[src/rtl/axil_word_master.sv]
// Word-to-line bridge: one 32-bit core load/store becomes one 128-bit
// AXI-Lite read or strobed write to the line-wide SRAM slave.
module axil_word_master #(
  parameter int ADDR_W = 32
) (
  input  logic              clk,
  input  logic              rst,
  input  logic              req_valid,
  output logic              req_ready,
  input  logic              req_we,
  input  logic [ADDR_W-1:0] req_addr,
  input  logic [31:0]       req_wdata,
  input  logic [3:0]        req_wmask,
  output logic              rsp_valid,
  input  logic              rsp_ready,
  output logic [31:0]       rsp_rdata,
  output logic              rsp_err,
  output logic [ADDR_W-1:0] readAddr_addr,
  output logic              readAddr_valid,
  input  logic              readAddr_ready,
  input  logic [127:0]      readData_data,
  input  logic              readData_valid,
  output logic              readData_ready,
  output logic [ADDR_W-1:0] writeAddr_addr,
  output logic              writeAddr_valid,
  input  logic              writeAddr_ready,
  output logic [127:0]      writeData_data,
  output logic [15:0]       writeData_strb,
  output logic              writeData_valid,
  input  logic              writeData_ready,
  input  logic [31:0]       writeResp_msg,
  input  logic              writeResp_valid,
  output logic              writeResp_ready
);

  typedef enum logic [2:0] {
    S_IDLE,
    S_RADDR,
    S_RDATA,
    S_WREQ,
    S_WRESP,
    S_RSP
  } state_e;

  state_e state_q, state_d;

  logic [1:0]        lane_q, lane_d;
  logic              req_ready_q, req_ready_d;
  logic [ADDR_W-1:0] ar_addr_q, ar_addr_d;
  logic              ar_valid_q, ar_valid_d;
  logic              r_ready_q, r_ready_d;
  logic [ADDR_W-1:0] aw_addr_q, aw_addr_d;
  logic              aw_valid_q, aw_valid_d;
  logic [127:0]      w_data_q, w_data_d;
  logic [15:0]       w_strb_q, w_strb_d;
  logic              w_valid_q, w_valid_d;
  logic              b_ready_q, b_ready_d;
  logic              aw_done_q, aw_done_d;
  logic              w_done_q, w_done_d;
  logic              rsp_valid_q, rsp_valid_d;
  logic [31:0]       rsp_rdata_q, rsp_rdata_d;
  logic              rsp_err_q, rsp_err_d;

  logic              accept;
  logic              ar_hs;
  logic              r_hs;
  logic              aw_hs;
  logic              w_hs;
  logic              b_hs;
  logic              rsp_hs;
  logic [ADDR_W-1:0] line_addr;

  // Word-offset bits carry no information for a line access.
  logic unused_addr_lo;
  assign unused_addr_lo = ^req_addr[1:0];

  assign accept    = req_valid & req_ready_q;
  assign ar_hs     = ar_valid_q & readAddr_ready;
  assign r_hs      = r_ready_q & readData_valid;
  assign aw_hs     = aw_valid_q & writeAddr_ready;
  assign w_hs      = w_valid_q & writeData_ready;
  assign b_hs      = b_ready_q & writeResp_valid;
  assign rsp_hs    = rsp_valid_q & rsp_ready;
  assign line_addr = {req_addr[ADDR_W-1:4], 4'b0000};

  always_comb begin
    state_d     = state_q;
    lane_d      = lane_q;
    ar_addr_d   = ar_addr_q;
    aw_addr_d   = aw_addr_q;
    w_data_d    = w_data_q;
    w_strb_d    = w_strb_q;
    aw_done_d   = aw_done_q;
    w_done_d    = w_done_q;
    rsp_rdata_d = rsp_rdata_q;
    rsp_err_d   = rsp_err_q;

    unique case (state_q)
      S_IDLE: begin
        if (accept) begin
          lane_d = req_addr[3:2];
          if (req_we) begin
            aw_addr_d = line_addr;
            w_data_d  = {4{req_wdata}};
            w_strb_d  = {12'h000, req_wmask}
                        << {req_addr[3:2], 2'b00};
            state_d   = S_WREQ;
          end else begin
            ar_addr_d = line_addr;
            state_d   = S_RADDR;
          end
        end
      end
      S_RADDR: begin
        if (ar_hs) state_d = S_RDATA;
      end
      S_RDATA: begin
        if (r_hs) begin
          rsp_rdata_d = readData_data[{lane_q, 5'b00000} +: 32];
          rsp_err_d   = 1'b0;
          state_d     = S_RSP;
        end
      end
      S_WREQ: begin
        // Same-cycle address and data handshakes both count here.
        aw_done_d = aw_done_q | aw_hs;
        w_done_d  = w_done_q | w_hs;
        if (aw_done_d && w_done_d) state_d = S_WRESP;
      end
      S_WRESP: begin
        if (b_hs) begin
          rsp_rdata_d = 32'h0;
          rsp_err_d   = |writeResp_msg;
          state_d     = S_RSP;
        end
      end
      S_RSP: begin
        if (rsp_hs) begin
          aw_done_d = 1'b0;
          w_done_d  = 1'b0;
          state_d   = S_IDLE;
        end
      end
      default: state_d = S_IDLE;
    endcase

    // Handshake controls are registered from the next state.
    req_ready_d = (state_d == S_IDLE);
    ar_valid_d  = (state_d == S_RADDR);
    r_ready_d   = (state_d == S_RDATA);
    aw_valid_d  = (state_d == S_WREQ) & ~aw_done_d;
    w_valid_d   = (state_d == S_WREQ) & ~w_done_d;
    b_ready_d   = (state_d == S_WRESP);
    rsp_valid_d = (state_d == S_RSP);
  end

  always_ff @(posedge clk or posedge rst) begin
    if (rst) begin
      state_q     <= S_IDLE;
      lane_q      <= 2'b00;
      req_ready_q <= 1'b1;
      ar_addr_q   <= '0;
      ar_valid_q  <= 1'b0;
      r_ready_q   <= 1'b0;
      aw_addr_q   <= '0;
      aw_valid_q  <= 1'b0;
      w_data_q    <= '0;
      w_strb_q    <= '0;
      w_valid_q   <= 1'b0;
      b_ready_q   <= 1'b0;
      aw_done_q   <= 1'b0;
      w_done_q    <= 1'b0;
      rsp_valid_q <= 1'b0;
      rsp_rdata_q <= '0;
      rsp_err_q   <= 1'b0;
    end else begin
      state_q     <= state_d;
      lane_q      <= lane_d;
      req_ready_q <= req_ready_d;
      ar_addr_q   <= ar_addr_d;
      ar_valid_q  <= ar_valid_d;
      r_ready_q   <= r_ready_d;
      aw_addr_q   <= aw_addr_d;
      aw_valid_q  <= aw_valid_d;
      w_data_q    <= w_data_d;
      w_strb_q    <= w_strb_d;
      w_valid_q   <= w_valid_d;
      b_ready_q   <= b_ready_d;
      aw_done_q   <= aw_done_d;
      w_done_q    <= w_done_d;
      rsp_valid_q <= rsp_valid_d;
      rsp_rdata_q <= rsp_rdata_d;
      rsp_err_q   <= rsp_err_d;
    end
  end

  assign req_ready       = req_ready_q;
  assign readAddr_addr   = ar_addr_q;
  assign readAddr_valid  = ar_valid_q;
  assign readData_ready  = r_ready_q;
  assign writeAddr_addr  = aw_addr_q;
  assign writeAddr_valid = aw_valid_q;
  assign writeData_data  = w_data_q;
  assign writeData_strb  = w_strb_q;
  assign writeData_valid = w_valid_q;
  assign writeResp_ready = b_ready_q;
  assign rsp_valid       = rsp_valid_q;
  assign rsp_rdata       = rsp_rdata_q;
  assign rsp_err         = rsp_err_q;

endmodule

[config.mk]
export PLATFORM = sky130hd
export DESIGN_NAME = axil_word_master
export DESIGN_NICKNAME = d
export VERILOG_FILES = /design/src/rtl/axil_word_master.sv
export SDC_FILE = /design/constraint.sdc
export NUM_CORES = 1
export LEC_CHECK = 0
export CORE_AREA = 5 5 185 187
export DETAILED_ROUTE_END_ITERATION = 8
export DIE_AREA = 0 0 190 192
export GPL_TIMING_DRIVEN = 0
export PLACE_DENSITY = 0.59
export SKIP_LAST_GASP = 1
export SYNTH_ARGS = -nofsm -noshare
export SYNTH_HDL_FRONTEND = slang
export SYNTH_SLANG_ARGS = --single-unit
[constraint.sdc]
create_clock -name clk -period 5.1 [get_ports clk]
set_input_delay 1.02 -clock clk [delete_from_list [all_inputs] [get_ports clk]]
set_output_delay 1.02 -clock clk [all_outputs]
set_load 0.005 [all_outputs]
==> impl_metrics.ini <==
[synth]
synth_most_common_cell = sky130_fd_sc_hd__dfrtp_1
post_synth_most_frequent_cells = sky130_fd_sc_hd__dfrtp_1 (150), sky130_fd_sc_hd__buf_4 (107), sky130_fd_sc_hd__mux2_2 (90)
ys_async_sr_fraction_pct = 100
synth_cell_type_count = 37
avgSynthCellArea_um2 = 13.4
yosysTopAreaCell = sky130_fd_sc_hd__dfrtp_1
syn_inst = 553
ys.flop_type = sky130_fd_sc_hd__dfrtp_1
mappedNetlistArea_mm2 = 0.00738
yosysSeqAreaShare_pct = 51.2
ys_warn_count = 0
synth-edff-count = 0
synthTopCellsByArea = sky130_fd_sc_hd__dfrtp_1 (51%), sky130_fd_sc_hd__mux2_2 (14%), sky130_fd_sc_hd__buf_4 (11%)
synth_top_area_share_pct = 50.8
yosys_register_bits = 151

[critical_path]
critical_path_arrival_ns = 1.59
crit_path_end_kind = output pin
crit_fanout = 5
cp.required_ns = 4.08
crit_type = reg2out
cp-start-kind = flip-flop

[clocking]
clkTransAtPathRegs_ns = 0.06
cts.hold.buffers_added = 0
post_cts_resized = 0
htree_num_levels = 4
cts_root_buffer = sky130_fd_sc_hd__clkbuf_16
clk-insertion-delay-late_ns = 0.42
cts.sink_count = 151
post_cts_setup_buffer_count = 0
total_cts_buffers = 17
max-clock-path-buffers = 2
clock_tree_from_tritoncts = built

[drt]
route.detailed.vias_per_inst = 4.12
drtPass1Iterations = 4
drt-initial-drc-count = 181
post-route-drc-count = 0
route.final.wire_length_mm = 28.1
drt.antenna.violating_nets = 0
wire_per_inst_um = 18.6
via_count = 6227

[cells_and_area]
area.growth.synth_to_final_pct = 81.4
layoutNonFillerInstCount = 1513
post_layout_instance_area_mm2 = 0.0134
layout_cell_share_with_drive_strength_beyond_1_pct = 27.1
fillCellCount = 3083
net_count_final = 1293

[power_and_ir_drop]
powerDensity_mw_per_mm2 = 571
netSwitchingPower_w = 0.00217
sequentialPowerShare_pct = 29.3
leakage_nw = 5.60
power.clock.fraction_pct = 18.0
internal_power_consumption_w = 0.00548
peakVddDrop_mv = 0.222
comb_pwr_share_pct = 52.7
sw_frac_of_total_pct = 28.3

[timing]
achievable-frequency_ghz = 0.383
report.final.slew_viol_count = 0
layout_min_cycle_time_ns = 2.61
grt_setup_unrepaired = no
setup_ws_ns = 2.49
worst_slew_pin_slew_ns = 0.710
post-route-period-util_pct = 51.1
timing_hold_violations_final = 0
setup_viol = 0
max-slew-margin-rel_pct = 52.7
clock_skew_ns = 0.0101

[status]
run_status = completed

[global_route]
grt_pass1_wl_mm = 41.2
grt_max_degree = 101
grt_antenna_before_repair = 3
first_global_vias = 6676
groute.usage.overall_pct = 14.9
remaining_overflow_grt = 0

[job]
max_cap_violations = 0

[placed_design]
io_buffer_count = 475
place_ws_ns = 2.03
placedCellCount = 1478
placedInstanceArea_mm2 = 0.0128
gpl.final_weighted_congestion = 0.786
place_hpwl_mm = 22.8

[floorplan]
pin_count = 486
core.rowCount = 66
placeable_core_region_mm2 = 0.0323
overall_die_width_um = 190
die_area_mm2 = 0.0365
initial_util_pct = 22.9
die_y_um = 192

[hold_path]
hold_path.class = reg2reg
[power groups by stage]
stage	combinational (W)	clock (W)	sequential [W]
after floorplan	0.00167	0	0.00218
after global placement	0.00408	0	0.00225
after detailed placement	0.00411	0	0.00226
after CTS	0.00412	0.00142	0.00225
after global routing	0.00433	0.00146	0.00233
final	0.00403	0.00138	0.00224
[stage by stage]
stage	total power, W	setup TNS, ns	util [%]	hold WS (ns)
after floorplan	0.00385	0	-	0.467
after global placement	0.00633	-359.42	39.4	0.457
after detailed placement	0.00638	0	39.5	0.460
after CTS	0.00779	0	41.5	0.476
after global routing	0.00812	0	41.5	0.500
final	0.00764	0	41.5	0.474
[cell type report]
type / count / area, µm² / area share [%]
tap: 442 / 553 / 4.13
multi-input combinational: 267 / 2620 / 19.6
clock inverter: 7 / 141 / 1.06
buffer: 135 / 980 / 7.31
antenna: 3 / 7.51 / 0.0560
timing repair buffer: 476 / 4780 / 35.7
clock buffer: 25 / 495 / 3.70
sequential: 151 / 3780 / 28.2
inverter: 7 / 33.8 / 0.252
[critical path: stages, from the launching register on]
cell and delay, ns:
sky130_fd_sc_hd__dfrtp_1 0.51, sky130_fd_sc_hd__buf_4 0.16, sky130_fd_sc_hd__clkdlybuf4s50_1 0.50
[metal layers]
metal / share of wire (%) / wire [µm] / global-route usage, % / up-vias
met5: 0 / 0 / 0 / -
li1: - / - / - / 2893
met2: 51 / 14400 / 26.9 / 320
met1: 37 / 10400 / 15.9 / 2988
met3: 10 / 2850 / 6.02 / 26
met4: 1.6 / 462 / 5.01 / 0
[cell families (layout without fill, tap and decap cells)]
group	count (synthesis)	after routing	share of synthesized area (%)
flops	151	151	51.2
buf+inv	142	650	13.6
mux	122	122	23.5
simple gates	74	74	5.17
compound gates	63	63	6.47
other cells	1	11	0.0508
[sequential cells by signal (all words and copies together), names as in the netlist]
| register | count |
|---|---|
| rsp_rdata | 32 |
| writeData_data | 32 |
| readAddr_addr | 28 |
| writeAddr_addr | 28 |
| writeData_strb | 16 |
| state_q | 3 |
| lane_q | 2 |
| aw_done_q | 1 |
| readAddr_valid | 1 |
| readData_ready | 1 |
| req_ready | 1 |
| rsp_err | 1 |
| rsp_valid | 1 |
| w_done_q | 1 |
| writeAddr_valid | 1 |
| writeData_valid | 1 |
| writeResp_ready | 1 |
[cell usage in the layout (no fill, tap or decap), types with 2 or more instances in the layout]
master	instances
sky130_fd_sc_hd__nand3_1	6
sky130_fd_sc_hd__nand2_1	31
sky130_fd_sc_hd__nor2b_1	4
sky130_fd_sc_hd__nor4_1	8
sky130_fd_sc_hd__clkbuf_8	4
sky130_fd_sc_hd__inv_1	5
sky130_fd_sc_hd__nor3b_1	2
sky130_fd_sc_hd__diode_2	3
sky130_fd_sc_hd__dfrtp_1	150
sky130_fd_sc_hd__a31oi_1	2
sky130_fd_sc_hd__nand4_1	4
sky130_fd_sc_hd__clkbuf_16	17
sky130_fd_sc_hd__clkbuf_1	10
sky130_fd_sc_hd__clkdlybuf4s50_1	475
sky130_fd_sc_hd__buf_2	15
sky130_fd_sc_hd__buf_4	107
sky130_fd_sc_hd__a22o_1	32
sky130_fd_sc_hd__conb_1	8
sky130_fd_sc_hd__nor2_1	6
sky130_fd_sc_hd__bufinv_16	4
sky130_fd_sc_hd__mux2_2	90
sky130_fd_sc_hd__and3b_1	2
sky130_fd_sc_hd__nor3_1	2
sky130_fd_sc_hd__a21oi_1	6
sky130_fd_sc_hd__and3_1	3
sky130_fd_sc_hd__mux4_2	32
sky130_fd_sc_hd__buf_6	7
sky130_fd_sc_hd__and4b_1	2
sky130_fd_sc_hd__o21ai_0	16
[worst paths after layout]
check,endpoint,start,slack (ns),cells after the start
max in group asynchronous,writeData_data[125],rst,3.26,3
max,writeData_data[71],writeData_data[103],2.49,2
min in group asynchronous,rsp_rdata[2],rst,1.00,2
min,writeData_strb[2],writeData_strb[2],0.47,2
max reg2reg,readAddr_addr[4],req_ready,3.08,5
min reg2reg,writeData_strb[2],writeData_strb[2],0.47,2
(Power assumes the default switching activity.)
